File: config.mk
export PLATFORM = sky130hd
export DESIGN_NAME = uart_rx_line_monitor
export DESIGN_NICKNAME = d
export VERILOG_FILES = /design/src/rtl/uart_rx_line_monitor.sv
export SDC_FILE = /design/constraint.sdc
export NUM_CORES = 1
export LEC_CHECK = 0
export ABC_AREA = 1
export CAP_MARGIN = 40
export CORE_UTILIZATION = 40
export DETAILED_ROUTE_END_ITERATION = 12
export PLACE_DENSITY = 0.54
export SYNTH_ARGS = -nofsm -noshare
export SYNTH_HDL_FRONTEND = slang
export SYNTH_SLANG_ARGS = --single-unit
File: constraint.sdc
create_clock -name clk_i -period 7 [get_ports clk_i]
set_input_delay 1.4 -clock clk_i [delete_from_list [all_inputs] [get_ports clk_i]]
set_output_delay 1.4 -clock clk_i [all_outputs]
set_load 0.02 [all_outputs]
File: src/rtl/uart_rx_line_monitor.sv
// uart_rx_line_monitor
// Pin-level UART receiver: samples a serial line (8 data bits, LSB first,
// optional parity, one stop bit), reconstructs bytes and queues them in a
// small output FIFO. Framing, parity and overflow problems are reported as
// single-cycle pulses. Synthesizable so it can double as a loopback checker.

module uart_rx_line_monitor #(
    parameter int FifoDepth = 4,
    parameter int CntW      = 16
) (
    input  logic                         clk_i,
    input  logic                         rst_i,
    input  logic                         enable_i,
    input  logic [CntW-1:0]              clks_per_bit_i,
    input  logic                         parity_en_i,
    input  logic                         parity_odd_i,
    input  logic                         rx_i,
    output logic [7:0]                   rdata_o,
    output logic                         rvalid_o,
    input  logic                         rready_i,
    output logic                         frame_err_o,
    output logic                         parity_err_o,
    output logic                         overflow_o,
    output logic                         busy_o,
    output logic [$clog2(FifoDepth):0]   fifo_depth_o
);

    localparam int AddrW  = $clog2(FifoDepth);
    localparam int DepthW = AddrW + 1;
    localparam logic [CntW-1:0]   MinClks   = CntW'(4);
    localparam logic [CntW-1:0]   CntOne    = CntW'(1);
    localparam logic [CntW-1:0]   CntZero   = CntW'(0);
    localparam logic [DepthW-1:0] FullCount = DepthW'(FifoDepth);

    typedef enum logic [2:0] {
        ST_IDLE      = 3'd0,
        ST_START     = 3'd1,
        ST_DATA      = 3'd2,
        ST_PARITY    = 3'd3,
        ST_STOP      = 3'd4,
        ST_WAIT_HIGH = 3'd5
    } state_e;

    // Expected parity bit: even parity makes the total count of ones even,
    // odd parity makes it odd.
    function automatic logic calc_parity(input logic [7:0] data, input logic odd);
        calc_parity = (^data) ^ odd;
    endfunction

    // ------------------------------------------------------------------
    // Line synchronizer
    // ------------------------------------------------------------------
    logic rx_meta_r;
    logic rx_sync_r;

    // Two-flop synchronizer; resets to the idle (high) line level.
    always_ff @(posedge clk_i or posedge rst_i) begin
        if (rst_i) begin
            rx_meta_r <= 1'b1;
            rx_sync_r <= 1'b1;
        end else begin
            rx_meta_r <= rx_i;
            rx_sync_r <= rx_meta_r;
        end
    end

    // ------------------------------------------------------------------
    // Receive state machine
    // ------------------------------------------------------------------
    state_e          state_r, state_s;
    logic [CntW-1:0] cnt_r, cnt_s;
    logic [CntW-1:0] nper_r, nper_s;
    logic [2:0]      idx_r, idx_s;
    logic [7:0]      shift_r, shift_s;
    logic            perr_r, perr_s;
    logic            push_r, push_s;
    logic            frame_err_r, frame_err_s;
    logic            parity_err_r, parity_err_s;
    logic            busy_r, busy_s;
    logic [CntW-1:0] clks_eff_s;
    logic            expiry_s;

    // Bit period clamped to the minimum of 4 clocks.
    always_comb begin
        if (clks_per_bit_i < MinClks) begin
            clks_eff_s = MinClks;
        end else begin
            clks_eff_s = clks_per_bit_i;
        end
    end

    assign expiry_s = (cnt_r == CntZero);

    // Next-state, counter, shift register and error/push decisions.
    always_comb begin
        state_s      = state_r;
        cnt_s        = cnt_r;
        nper_s       = nper_r;
        idx_s        = idx_r;
        shift_s      = shift_r;
        perr_s       = perr_r;
        push_s       = 1'b0;
        frame_err_s  = 1'b0;
        parity_err_s = 1'b0;

        if (!enable_i) begin
            // Abandon any frame in progress without reporting anything.
            state_s = ST_IDLE;
            cnt_s   = CntZero;
            idx_s   = 3'd0;
        end else begin
            case (state_r)
                ST_IDLE: begin
                    // Bit period is captured here and held for the whole frame.
                    nper_s = clks_eff_s;
                    if (!rx_sync_r) begin
                        state_s = ST_START;
                        cnt_s   = (clks_eff_s >> 1) - CntOne;
                        idx_s   = 3'd0;
                        perr_s  = 1'b0;
                    end else begin
                        cnt_s = CntZero;
                    end
                end
                ST_START: begin
                    if (expiry_s) begin
                        if (rx_sync_r) begin
                            // Line went back high before mid start bit: glitch.
                            state_s = ST_IDLE;
                            cnt_s   = CntZero;
                        end else begin
                            state_s = ST_DATA;
                            idx_s   = 3'd0;
                            cnt_s   = nper_r - CntOne;
                        end
                    end else begin
                        cnt_s = cnt_r - CntOne;
                    end
                end
                ST_DATA: begin
                    if (expiry_s) begin
                        // LSB arrives first, so shift in from the top.
                        shift_s = {rx_sync_r, shift_r[7:1]};
                        cnt_s   = nper_r - CntOne;
                        if (idx_r == 3'd7) begin
                            idx_s = 3'd0;
                            if (parity_en_i) begin
                                state_s = ST_PARITY;
                            end else begin
                                state_s = ST_STOP;
                            end
                        end else begin
                            idx_s = idx_r + 3'd1;
                        end
                    end else begin
                        cnt_s = cnt_r - CntOne;
                    end
                end
                ST_PARITY: begin
                    if (expiry_s) begin
                        perr_s  = (rx_sync_r != calc_parity(shift_r, parity_odd_i));
                        state_s = ST_STOP;
                        cnt_s   = nper_r - CntOne;
                    end else begin
                        cnt_s = cnt_r - CntOne;
                    end
                end
                ST_STOP: begin
                    if (expiry_s) begin
                        cnt_s = CntZero;
                        if (!rx_sync_r) begin
                            // Framing error wins over parity; wait out a break.
                            frame_err_s = 1'b1;
                            state_s     = ST_WAIT_HIGH;
                        end else if (perr_r) begin
                            parity_err_s = 1'b1;
                            state_s      = ST_IDLE;
                        end else begin
                            push_s  = 1'b1;
                            state_s = ST_IDLE;
                        end
                    end else begin
                        cnt_s = cnt_r - CntOne;
                    end
                end
                ST_WAIT_HIGH: begin
                    if (rx_sync_r) begin
                        state_s = ST_IDLE;
                    end else begin
                        state_s = ST_WAIT_HIGH;
                    end
                end
                default: begin
                    state_s = ST_IDLE;
                    cnt_s   = CntZero;
                    idx_s   = 3'd0;
                end
            endcase
        end

        // Busy covers the push/error cycle so it drops together with rvalid.
        busy_s = (state_s != ST_IDLE) | push_s | frame_err_s | parity_err_s;
    end

    // Receive state, counters and registered status pulses.
    always_ff @(posedge clk_i or posedge rst_i) begin
        if (rst_i) begin
            state_r      <= ST_IDLE;
            cnt_r        <= CntZero;
            nper_r       <= MinClks;
            idx_r        <= 3'd0;
            shift_r      <= 8'd0;
            perr_r       <= 1'b0;
            push_r       <= 1'b0;
            frame_err_r  <= 1'b0;
            parity_err_r <= 1'b0;
            busy_r       <= 1'b0;
        end else begin
            state_r      <= state_s;
            cnt_r        <= cnt_s;
            nper_r       <= nper_s;
            idx_r        <= idx_s;
            shift_r      <= shift_s;
            perr_r       <= perr_s;
            push_r       <= push_s;
            frame_err_r  <= frame_err_s;
            parity_err_r <= parity_err_s;
            busy_r       <= busy_s;
        end
    end

    // ------------------------------------------------------------------
    // Output FIFO
    // ------------------------------------------------------------------
    logic [7:0]        mem_r [FifoDepth];
    logic [AddrW-1:0]  wr_ptr_r;
    logic [AddrW-1:0]  rd_ptr_r;
    logic [DepthW-1:0] count_r;
    logic [DepthW-1:0] count_s;
    logic              rvalid_r;
    logic              overflow_r;
    logic              pop_s;
    logic              full_s;
    logic              push_ok_s;
    logic              drop_s;

    // Push/pop arbitration: a pop in the same cycle frees room for a push.
    always_comb begin
        pop_s     = rvalid_r & rready_i;
        full_s    = (count_r == FullCount);
        push_ok_s = push_r & (~full_s | pop_s);
        drop_s    = push_r & full_s & ~pop_s;
        count_s   = count_r + {{(DepthW-1){1'b0}}, push_ok_s}
                            - {{(DepthW-1){1'b0}}, pop_s};
    end

    // FIFO storage, pointers, occupancy and overflow pulse. shift_r is stable
    // during the push cycle because it only changes in the DATA state.
    always_ff @(posedge clk_i or posedge rst_i) begin
        if (rst_i) begin
            for (int i = 0; i < FifoDepth; i++) begin
                mem_r[i] <= 8'd0;
            end
            wr_ptr_r   <= '0;
            rd_ptr_r   <= '0;
            count_r    <= '0;
            rvalid_r   <= 1'b0;
            overflow_r <= 1'b0;
        end else begin
            if (push_ok_s) begin
                mem_r[wr_ptr_r] <= shift_r;
                wr_ptr_r        <= wr_ptr_r + {{(AddrW-1){1'b0}}, 1'b1};
            end
            if (pop_s) begin
                rd_ptr_r <= rd_ptr_r + {{(AddrW-1){1'b0}}, 1'b1};
            end
            count_r    <= count_s;
            rvalid_r   <= (count_s != '0);
            overflow_r <= drop_s;
        end
    end

    assign rdata_o      = mem_r[rd_ptr_r];
    assign rvalid_o     = rvalid_r;
    assign fifo_depth_o = count_r;
    assign frame_err_o  = frame_err_r;
    assign parity_err_o = parity_err_r;
    assign overflow_o   = overflow_r;
    assign busy_o       = busy_r;

endmodule
## Word-level counts from Yosys, hierarchy flattened

Cells that the tools add are included.

- Flip-flop bits (word level): 94
- Input port bits: 23
- Output and inout bits: 16
- Logic and storage cells: 121

- $add $sub $neg: 8
- $lt $le $gt $ge: 4
- Equality and inequality tests: 14
- Muxes and demuxes: 48
- Bitwise operators: 13
- Reductions and logical operators: 13

Operator list:

| operator | count |
|---|---|
| $mux 16 | 7 |
| $pmux 16 s5 | 1 |
| $mux 3 | 14 |
| $bwmux 32 | 1 |
| $sub 16x1->16 const B | 2 |
| $mux 8 | 3 |
| $pmux 3 s6 | 1 |
| $bmux 8 s2 | 1 |
| $demux 8 s2 | 1 |
| $logic_not 16->1 | 1 |
| $lt 16x3->1 const B | 1 |
| $mux 1 | 16 |
| $sub 15x1->16 const B | 1 |
| $eq 3x3->1 const B | 4 |
| $pmux 3 s4 | 1 |
| $ne 2x2->1 const B | 4 |
| $reduce_xor 8->1 | 1 |
| $eq 3x2->1 const B | 2 |
| $ge 3x3->1 const B | 2 |
| $ne 3x3->1 const B | 2 |
| $not 2->3 | 2 |
| $reduce_and 3->1 | 2 |
| $reduce_bool 3->1 | 2 |
| $add 2x1->2 const B | 2 |
| 19 further kinds | 26 |

## Depth between registers and ports, before layout

- Depth in word-level cells: 9
- Depth in mapped cells: 16
- Mapped depth without buffers: 15

## Worst setup path before layout

No wires, ideal clock.

- Path type: input -> register
- From: input port rready_i
- To: register rvalid_r, in the netlist rvalid_o
- Setup time: 0.131 ns
- Arrival time: 3.056 ns
- Required time: 6.869 ns
- Path slack: 3.813 ns
- Cell stages on the path: 10
- Buffers on the path: 0
- Cells stage by stage: nand2_1 nand3_1 nand2_2 ha_1 inv_1 ha_1 inv_1 fa_1 inv_1 or3_1

- Longest elaborated chain between the ends: 6

Ends and longest elaborated chain:

| what | RTL line | source |
|---|---|---|
| from (decl) | 20 | `input logic rready_i,` |
| $and 1x1->1 * | 249 | `pop_s = rvalid_r & rready_i;` |
| $or 1x1->1 | 251 | `push_ok_s = push_r & (~full_s \| pop_s);` |
| $and 1x1->1 | 251 |  |
| $add 3x1->3 | 253 | `count_s = count_r + {{(DepthW-1){1'b0}}, push_ok_s}` |
| $sub 3x1->3 * | 254 | `- {{(DepthW-1){1'b0}}, pop_s};` |
| net count_s[1] | 239 | `logic [DepthW-1:0] count_s;` |
| $reduce_bool 3->1 * | 278 | `rvalid_r <= (count_s != '0);` |
| to (signal assigned) | 278 |  |
| to (decl) | 240 | `logic rvalid_r;` |

Mark *: on every way through the listed nets, which the timed path passes. The rest lies on a longest branch.
A chain may end at the register's enable or synchronous reset.

## Worst setup path in the final report

- From: register rd_ptr_r[0]
- To: output port rdata_o[2]

- Longest elaborated chain between the ends: 4

Ends and longest elaborated chain:

| what | RTL line | source |
|---|---|---|
| from (decl) | 237 | `logic [AddrW-1:0] rd_ptr_r;` |
| from (signal assigned) | 275 | `rd_ptr_r <= rd_ptr_r + {{(AddrW-1){1'b0}}, 1'b1};` |
| $not 2->3 (implied by the code) | 283 | `assign rdata_o = mem_r[rd_ptr_r];` |
| $bmux 8 s2 | 283 |  |
| $mux 8 (implied by the code) (2 in a row) | 283 |  |
| to (decl) | 18 | `output logic [7:0] rdata_o,` |

Every way passes these cells. The select of a mux whose other input is x is not followed.

==> results.toml <==
[timing]
hold_viol = 0
slew_viol_final = 0
fmax_ghz = 0.255
slew_headroom = 0.424
clock_skew_ns = 0.0123
grt_setup_unrepaired = "no"
min_period_ns = 3.93
worst_slew_pin_slew_ns = 0.861
finalCritPeriodShare = 0.561
tns_ns = 0
setup_viol = 0

[grt]
grt_max_degree = 45
grt_pass1_wl_um = 28300
overflow = 0
antenna_found_initial = 0
grt_use_total = 0.232
grt_pass1_vias = 5391

[worst_setup_path]
crit_slowest_cell = "dfrtp_1"
critPathKind = "flip-flop to output pin"
cp_slowest_stage_delay_ns = 0.65
r2r_setup_slack_ns = 4.43
critPathRequiredTime_ns = 5.60
critPathMaxFanout = 21
path_cells = "inv_1 > a21oi_1 > o21ai_0 > o21ai_0 > clkdlybuf4s50_1"
worst_ep_arrival_time_ns = 2.53
cp-end-kind = "output pin"
cp-start-kind = "flip-flop"
cp_num_buf_inv = 2
crit_family = "buffers and inverters"
crit_top_cell = "o21ai_0"

[run_status]
violations = "DRC"
status = "finished, violations left"

[pwr]
vdd_drop_max_mv = 0.155
p_int_uw = 1390
swShare = 0.485
p_clk_frac = 0.179
p_seq_frac = 0.300
p_per_area_mw_per_mm2 = 393
p_switching_uw = 1310
p_leak_uw = 0.00346
comb_power_share = 0.521

[run]
drv_cap = 0

[clocking]
cts-htree-levels = 3
cts_setup_buffers = 0
path_clk_slew_ns = 0.07
cts_hold_buf = 0
clockRootBuffer = "clkbuf_16"
numCtsBuffers = 9
clk_latency_ns = 0.36
tritoncts = "done"
post_cts_resized = 0
cts.sinks = 94
cts_buffer_depth = 2

[floorplan]
num_rows = 44
die_w_um = 125
die_h_um = 125
io_pins = 39
die_area_sq_mm = 0.0156
core_sq_mm = 0.0146
start_util = 0.413

[route]
wl_per_cell_um = 16.4
wirelength_um = 17100
vias = 5539
drt-vias-per-instance = 5.31
route.detailed.drc = 4
drt-pass1-iter-count = 10
drt_iter0_drc = 464
ant_nets = 0

[synth]
synth.avg_cell_area_sq_um = 7.34
syn_nets = 860
syn_inst = 823
synth_area_sq_mm = 0.00604
ys_warn_count = 0
ys_ff_latch = 94
synth_cell_types = 38
seq_area_frac_synth = 0.390

[placed_design]
place_hpwl_um = 13000
dp.cells = 1028
routabilityCongestion = 0.892
place.port_buffers = 38

[min_path]
holdCritPathClass = "flip-flop to flip-flop"

[layout]
syn2layout_area_growth_pct = 13.6
layout_common_cells = "nand2_1 (225), dfrtp_1 (91), inv_1 (87)"
final_common_cell = "nand2_1"
layout.cells.non_filler = 1044
post-route-util = 0.469
diodes = 0
final_nets = 892
drive_above_1_share = 0.105
-- cell usage after synthesis, drive strengths merged --
library cell  count  area, sq um
or3               1         6.26
nand4            17          106
clkbuf            6         22.5
o22ai             4         25.0
or2               4         25.0
nand3            85          440
dfrtp            91         2280
a31oi             1         6.26
nor2             99          414
nor3              6         40.0
o2111ai           1         8.76
xnor2             7         61.3
inv              93          349
o21bai            5         37.5
nand2           232          888
and2              1         6.26
fa                1         20.0
dfstp             3         78.8
nand3b            3         22.5
xor2             10         87.6
mux2             35          394
buf              14         93.8
nand2b            1         6.26
o21ai            74          382
a21oi            16         80.1
ha               13          163
-- per-layer routing --
layer,global-route usage,share of wire
met1,0.294,0.45
met2,0.398,0.49
met3,0.0348,0.035
met4,0.0918,0.027
met5,0,0
-- flip-flops by register name (all words and copies together), names as in the netlist --
register / flops
frame_err_o: 1
idx_r: 3
fifo_depth_o: 3
state_r: 3
overflow_o: 1
nper_r: 16
rd_ptr_r: 2
parity_err_o: 1
wr_ptr_r: 2
cnt_r: 16
perr_r: 1
shift_r: 8
mem_r: 32
busy_o: 1
rvalid_o: 1
rx_meta_r: 1
push_r: 1
rx_sync_r: 1
-- metrics by stage --
stage               setup WS (ns)  instance area, sq um  total power (uW)  hold WS, ns
CTS                          3.05                  6870              2710        0.365
finish                       3.07                  6870              2700        0.364
global route                 2.86                  6870              2940        0.368
global placement             3.12                  6550              2210        0.355
floorplan                    3.16                  6040              1820        0.345
detailed placement           3.04                  6580              2220        0.355
-- layout make-up --
cell class / count / area, sq um
Tap cell: 184 / 230
Fill cell: 1465 / 7780
Timing Repair Buffer: 41 / 423
Sequential cell: 94 / 2360
Clock inverter: 5 / 41.3
Multi-Input combinational cell: 616 / 3220
Inverter: 93 / 352
Clock buffer: 11 / 243
-- power groups by stage --
stage                     sequential (uW)  combinational (uW)  clock [uW]
final                                 809                1410         484
after global routing                  831                1590         519
after CTS                             807                1410         496
after detailed placement              816                1400           0
after global placement                813                1390           0
after floorplan                       779                1040           0
-- final timing paths --
kind / cells after the start / endpoint / from
setup / recovery: 5 / rdata_o[2] / rd_ptr_r[0]$_DFFE_PP0P_
hold / removal: 0 / rx_sync_r$_DFF_PP1_ / rx_meta_r$_DFF_PP1_
setup reg to reg: 8 / shift_r[0]$_DFFE_PP0P_ / cnt_r[0]$_DFFE_PP0P_
hold reg to reg: 0 / rx_sync_r$_DFF_PP1_ / rx_meta_r$_DFF_PP1_
max in group asynchronous: 4 / nper_r[2]$_DFFE_PP1P_ / rst_i
min in group asynchronous: 2 / nper_r[7]$_DFFE_PP0P_ / rst_i
-- cells by family after synthesis --
family	count (synthesis)	share of synthesized area
flip-flops	94	0.390
AND/OR/NAND/NOR	449	0.324
AO/OA/AOI/OAI	101	0.0893
adder cells (fa/ha/maj)	14	0.0302
XOR/XNOR	17	0.0246
multiplexers	35	0.0652
buffers and inverters	113	0.0770
Power figures use the tool's default switching activity.
